### src/rtl/enc_cnt_capture_fifo.sv
// Capture FIFO for one encoder counter channel: snapshots count/overflow/seq on strobe edges.
// Optional build macro CAP_TIMESTAMP_EN adds a free-running timestamp stored with each entry.
module enc_cnt_capture_fifo #(
  parameter int P_DEPTH = 16,
  parameter int P_CNT_W = 64,
  parameter int P_SEQ_W = 16,
  parameter int P_TS_W  = 32
) (
  input  logic                       CLK,
  input  logic                       RST_N,
  input  logic                       I_ARM,
  input  logic                       I_STB,
  input  logic [P_CNT_W-1:0]         I_CNT,
  input  logic                       I_OVF,
  input  logic                       I_CNT_READY,
  output logic                       O_RD_VALID,
  input  logic                       I_RD_READY,
  output logic [P_CNT_W-1:0]         O_RD_CNT,
  output logic                       O_RD_OVF,
  output logic [P_SEQ_W-1:0]         O_RD_SEQ,
  output logic [P_TS_W-1:0]          O_RD_TS,
  output logic [$clog2(P_DEPTH):0]   O_LEVEL,
  output logic                       O_FULL,
  output logic [15:0]                O_DROP_CNT,
  output logic [1:0]                 O_STATE
);
  localparam int AW = $clog2(P_DEPTH);
  localparam logic [1:0] S_IDLE  = 2'd0;
  localparam logic [1:0] S_ARMED = 2'd1;
  localparam logic [1:0] S_DRAIN = 2'd2;
  localparam logic [AW:0] LVL_FULL = (AW+1)'(P_DEPTH);

  typedef struct packed {
    logic [P_CNT_W-1:0] cnt;
    logic               ovf;
    logic [P_SEQ_W-1:0] seq;
`ifdef CAP_TIMESTAMP_EN
    logic [P_TS_W-1:0]  ts;
`endif
  } entry_t;

  entry_t              mem [P_DEPTH];
  entry_t              wdata, head;
  logic [AW-1:0]       wr_ptr, rd_ptr;
  logic [AW:0]         level;
  logic [P_SEQ_W-1:0]  seq;
  logic [15:0]         drop_cnt;
  logic [1:0]          state, state_nxt;
  logic                stb_q, arm_q;
  logic                cap_evt, arm_rise, qual, empty, full, pop, push, drop;

  assign cap_evt  = I_STB & ~stb_q;
  assign arm_rise = I_ARM & ~arm_q;
  assign empty    = (level == '0);
  assign full     = (level == LVL_FULL);
  assign qual     = (state == S_ARMED) & I_ARM & I_CNT_READY & cap_evt;
  assign pop      = ~empty & I_RD_READY;
  // When full, a same-cycle pop frees the slot the write lands in.
  assign push     = qual & (~full | pop);
  assign drop     = qual & full & ~pop;

`ifdef CAP_TIMESTAMP_EN
  logic [P_TS_W-1:0] ts;
  always_ff @(posedge CLK or negedge RST_N) begin
    if (!RST_N)        ts <= '0;
    else if (arm_rise) ts <= '0;
    else               ts <= ts + 1'b1;
  end
  assign wdata   = '{cnt: I_CNT, ovf: I_OVF, seq: seq, ts: ts};
  assign O_RD_TS = O_RD_VALID ? head.ts : '0;
`else
  assign wdata   = '{cnt: I_CNT, ovf: I_OVF, seq: seq};
  assign O_RD_TS = '0;
`endif

  always_ff @(posedge CLK) begin
    if (push) mem[wr_ptr] <= wdata;
  end

  assign head       = mem[rd_ptr];
  assign O_RD_VALID = ~empty;
  assign O_RD_CNT   = O_RD_VALID ? head.cnt : '0;
  assign O_RD_OVF   = O_RD_VALID & head.ovf;
  assign O_RD_SEQ   = O_RD_VALID ? head.seq : '0;
  assign O_LEVEL    = level;
  assign O_FULL     = full;
  assign O_DROP_CNT = drop_cnt;
  assign O_STATE    = state;

  always_comb begin
    state_nxt = state;
    case (state)
      S_IDLE:  if (arm_rise) state_nxt = S_ARMED;
      S_ARMED: if (!I_ARM)   state_nxt = empty ? S_IDLE : S_DRAIN;
      S_DRAIN: begin
        if (arm_rise)   state_nxt = S_ARMED;
        else if (empty) state_nxt = S_IDLE;
      end
      default: state_nxt = S_IDLE;
    endcase
  end

  always_ff @(posedge CLK or negedge RST_N) begin
    if (!RST_N) begin
      state    <= S_IDLE;
      stb_q    <= 1'b0;
      arm_q    <= 1'b0;
      wr_ptr   <= '0;
      rd_ptr   <= '0;
      level    <= '0;
      seq      <= '0;
      drop_cnt <= '0;
    end else begin
      state <= state_nxt;
      stb_q <= I_STB;
      arm_q <= I_ARM;
      if (push) wr_ptr <= wr_ptr + 1'b1;
      if (pop)  rd_ptr <= rd_ptr + 1'b1;
      case ({push, pop})
        2'b10:   level <= level + 1'b1;
        2'b01:   level <= level - 1'b1;
        default: level <= level;
      endcase
      // Dropped captures still consume a tag so gaps show up downstream.
      if (arm_rise)  seq <= '0;
      else if (qual) seq <= seq + 1'b1;
      if (arm_rise)                           drop_cnt <= '0;
      else if (drop && drop_cnt != 16'hFFFF)  drop_cnt <= drop_cnt + 1'b1;
    end
  end
endmodule

### config.mk
export PLATFORM = sky130hd
export DESIGN_NAME = enc_cnt_capture_fifo
export DESIGN_NICKNAME = d
export VERILOG_FILES = /design/src/rtl/enc_cnt_capture_fifo.sv
export SDC_FILE = /design/constraint.sdc
export NUM_CORES = 2
export LEC_CHECK = 0
export CAP_MARGIN = 20
export CORE_ASPECT_RATIO = 1.2
export CORE_MARGIN = 10
export CORE_UTILIZATION = 30
export CTS_CLUSTER_DIAMETER = 120
export CTS_CLUSTER_SIZE = 8
export DETAILED_ROUTE_END_ITERATION = 8
export PLACE_DENSITY = 0.53
export SETUP_SLACK_MARGIN = 0.1
export SLEW_MARGIN = 10
export SYNTH_ARGS = -nofsm -noshare
export SYNTH_HDL_FRONTEND = slang
export SYNTH_SLANG_ARGS = --single-unit
### constraint.sdc
create_clock -name CLK -period 17.35 [get_ports CLK]
set_input_delay 2.6025 -clock CLK [delete_from_list [all_inputs] [get_ports CLK]]
set_output_delay 2.6025 -clock CLK [all_outputs]
set_load 0.05 [all_outputs]
==> flow_summary.ini <==
[routing]
highest-signal-layer = met5
drt-vias-per-instance = 4.95
drt_pre_antenna_iters = 5
met3RoutedLength_um = 8450
avgRoutedWirePerCell_um = 27.2
met2RoutedLength_um = 64600
postRouteAntennaNets = 0
m1WireLength_um = 55800
drc = 0
vias = 23900
drt_wl_total_um = 132000
drt_iter0_drc = 1867

[synthesis]
async_flop_share_pct = 3.64
yosys-top-cells-count = sky130_fd_sc_hd__edfxtp_1 (1296), sky130_fd_sc_hd__mux4_2 (405), sky130_fd_sc_hd__and2_1 (87)
post_synthesis_instance_total = 2194
leading_area_contributor_after_synthesis = sky130_fd_sc_hd__edfxtp_1
synth.yosys.warnings = 0
ys_seq_area_share_pct = 77.3
synth_top_cells_by_area = sky130_fd_sc_hd__edfxtp_1 (75%), sky130_fd_sc_hd__mux4_2 (18%), sky130_fd_sc_hd__dfrtp_1 (2.4%), sky130_fd_sc_hd__and2_1 (1.0%), sky130_fd_sc_hd__buf_4 (0.62%)
yosysUniqueCellTypes = 48
synthMostInstantiatedCell = sky130_fd_sc_hd__edfxtp_1
synthesis.area_per_instance_um2 = 23.7
yosys_register_bits = 1345
synth.cell_area_um2 = 52000
synth-main-ff-cell = sky130_fd_sc_hd__edfxtp_1
number_of_synthesized_flops_with_an_enable_pin = 1296
netlist.area_leader.share_pct = 74.9

[clocking]
cts-buffers-inserted = 186
cts_tree = done
post_cts_resized = 0
tritoncts_num_sinks = 1345
clk_root_buffer_cell = sky130_fd_sc_hd__clkbuf_16
cts-htree-levels = 4
cts.hold.buffers_added = 0
post-cts-setup-buffer-count = 0
clkLatencyLatePin_ns = 0.80
clkTransAtPathRegs_ns = 0.05
cts_buffer_depth = 3

[die]
dieArea_um2 = 190000
chipHeight_um = 476
design.core.area_um2 = 172000
start_util_pct = 30.1
rows = 167
fp.dieW_um = 400
top_level_ports = 209

[grt]
global_route_wire_length_before_repair_um = 189000
grt_total_usage_pct = 13.8
largest_net_degree_at_the_start_of_global_routing = 173
overflow = 0
antenna_found_initial = 16
first_global_vias = 26400

[final_layout]
fin_nets = 2579
synthToLayoutAreaGrowth_pct = 18.6
area_of_all_placed_cells_without_fillers_um2 = 61600
drive_above_1_share_pct = 27.0
stdcell_count = 4836

[setup_path]
timing.critical_path.arrival_ns = 5.45
cp-start-kind = flip-flop
setup.worst_path.end_class = output pin
critPathRequiredTime_ns = 14.75
flop_to_flop_setup_slack_ns = 13.00
r2r_end = mem[5][44]
reg2reg_depth = 8
path_max_fanout = 48
worst_r2r_startpoint = O_STATE[1]
critPathKind = reg -> out

[timing]
max_freq_ghz = 0.124
grt_setup_unrepaired = no
max_slew.worst_pin.slew_ns = 1.25
report.final.slew_viol_count = 0
final.setup.worst_slack_ns = 9.30
max_slew_headroom_pct = 16.6
finalCritPeriodShare_pct = 46.4
fin_skew_ns = 0.0330
setup-violations-final = 0
tns_ns = 0
final_hold_viol_count = 0
final_period_minus_worst_setup_slack_ns = 8.05

[hold_path]
hold_path_depth = 2
min_path_type = reg -> reg
hp-start = O_DROP_CNT[13]
worstHoldEndpoint = O_DROP_CNT[13]

[place]
portBuffers = 176
place.detailed.instances = 4590
placedInstanceArea_um2 = 56500
routabilityCongestion = 0.706
detailedPlace.worstSlack_ns = 9.61
post-dp-hpwl_um = 66000

[status]
status = finished, final reports clean

[pwr]
peakVddDrop_mv = 0.189
cellLeakagePower_nw = 19.2
pwr_density_cell_nw_per_um2 = 164

[job]
max_cap_viol_count = 0
-- how the worst max path moves through the flow --
stage                      startpoint  cells after the start            to  slack (ns)
after floorplan           I_CNT_READY                      5     mem[3][0]        7.60
after global placement      rd_ptr[0]                      6   O_RD_SEQ[8]        9.67
after detailed placement    rd_ptr[0]                      6   O_RD_SEQ[8]        9.61
after CTS                   rd_ptr[0]                      6   O_RD_SEQ[8]        8.69
after global routing        rd_ptr[0]                      6   O_RD_SEQ[5]        8.76
final                       rd_ptr[0]                      6  O_RD_CNT[47]        9.30
-- cells in the final DEF, fill, tap and decap left out, types with 6 or more instances in the layout --
cell and count:
sky130_fd_sc_hd__a21oi_1 10, sky130_fd_sc_hd__and2_1 87, sky130_fd_sc_hd__and3_1 6, sky130_fd_sc_hd__buf_12 11
sky130_fd_sc_hd__buf_4 39, sky130_fd_sc_hd__clkbuf_1 36, sky130_fd_sc_hd__clkbuf_16 188, sky130_fd_sc_hd__clkdlybuf4s50_1 175
sky130_fd_sc_hd__conb_1 32, sky130_fd_sc_hd__dfrtp_1 45, sky130_fd_sc_hd__diode_2 6, sky130_fd_sc_hd__edfxtp_1 1296
sky130_fd_sc_hd__ha_1 9, sky130_fd_sc_hd__inv_6 7, sky130_fd_sc_hd__mux4_2 405, sky130_fd_sc_hd__nand2_1 22
sky130_fd_sc_hd__nand3_1 11, sky130_fd_sc_hd__nand4_1 7, sky130_fd_sc_hd__nor2_1 30, sky130_fd_sc_hd__nor2_4 12
sky130_fd_sc_hd__o21ai_0 7, sky130_fd_sc_hd__or4_1 6, sky130_fd_sc_hd__xnor2_1 14, sky130_fd_sc_hd__xor2_1 18
-- stage by stage --
| stage | utilization [%] | power, mW | hold WS [ns] |
|---|---|---|---|
| after floorplan | - | 6.02 | 0.570 |
| after global placement | 32.8 | 7.01 | 0.556 |
| after detailed placement | 32.8 | 7.04 | 0.567 |
| after CTS | 35.7 | 10.3 | 0.579 |
| after global routing | 35.7 | 10.6 | 0.635 |
| final | 35.8 | 10.1 | 0.584 |
-- critical path, stage by stage, from the launching register on --
cell and delay, ns:
sky130_fd_sc_hd__dfrtp_4 0.86, sky130_fd_sc_hd__buf_4 0.81, sky130_fd_sc_hd__buf_4 0.89, sky130_fd_sc_hd__mux4_2 0.61, sky130_fd_sc_hd__mux4_2 0.54, sky130_fd_sc_hd__and2_1 0.19, sky130_fd_sc_hd__clkdlybuf4s50_1 0.70
-- logic make-up after synthesis --
group	count (synthesis)	synth area share (%)
DFF	1345	77.3
muxes	409	17.6
and+or+nand+nor	216	2.32
buffers and inverters	146	1.53
AOI/OAI and AO/OA	36	0.482
xor gates and xnor gates	32	0.539
adders and majority gates	9	0.217
other	1	0.00722
-- metal layers --
metal / vias to the layer above / GRT usage (%)
li1: 9814 / -
met1: 13200 / 17.8
met2: 715 / 22.8
met3: 206 / 3.49
met4: 18 / 3.89
met5: - / 0
-- sequential cells by signal, indices dropped and copies added, names as in the netlist --
register and flops:
rd_ptr 4, seq 16, O_LEVEL 5, arm_q 1, wr_ptr 4, O_DROP_CNT 16, mem 1296, O_STATE 2
stb_q 1
-- layout make-up --
class,instances,area (um2)
fill,15600,111000
sequential,1345,40200
multi-input combinational,734,11300
clock buffer,224,4840
tap,2281,2850
timing repair buffer,227,2300
clock inverter,14,193
inverter,5,18.8
antenna,6,15.0
-- report_power, final --
group	internal [mW]	switching, mW
registers	3.58	0.141
logic	1.41	1.78
clock network	1.93	1.29
total	6.92	3.21
(Power assumes the default switching activity.)
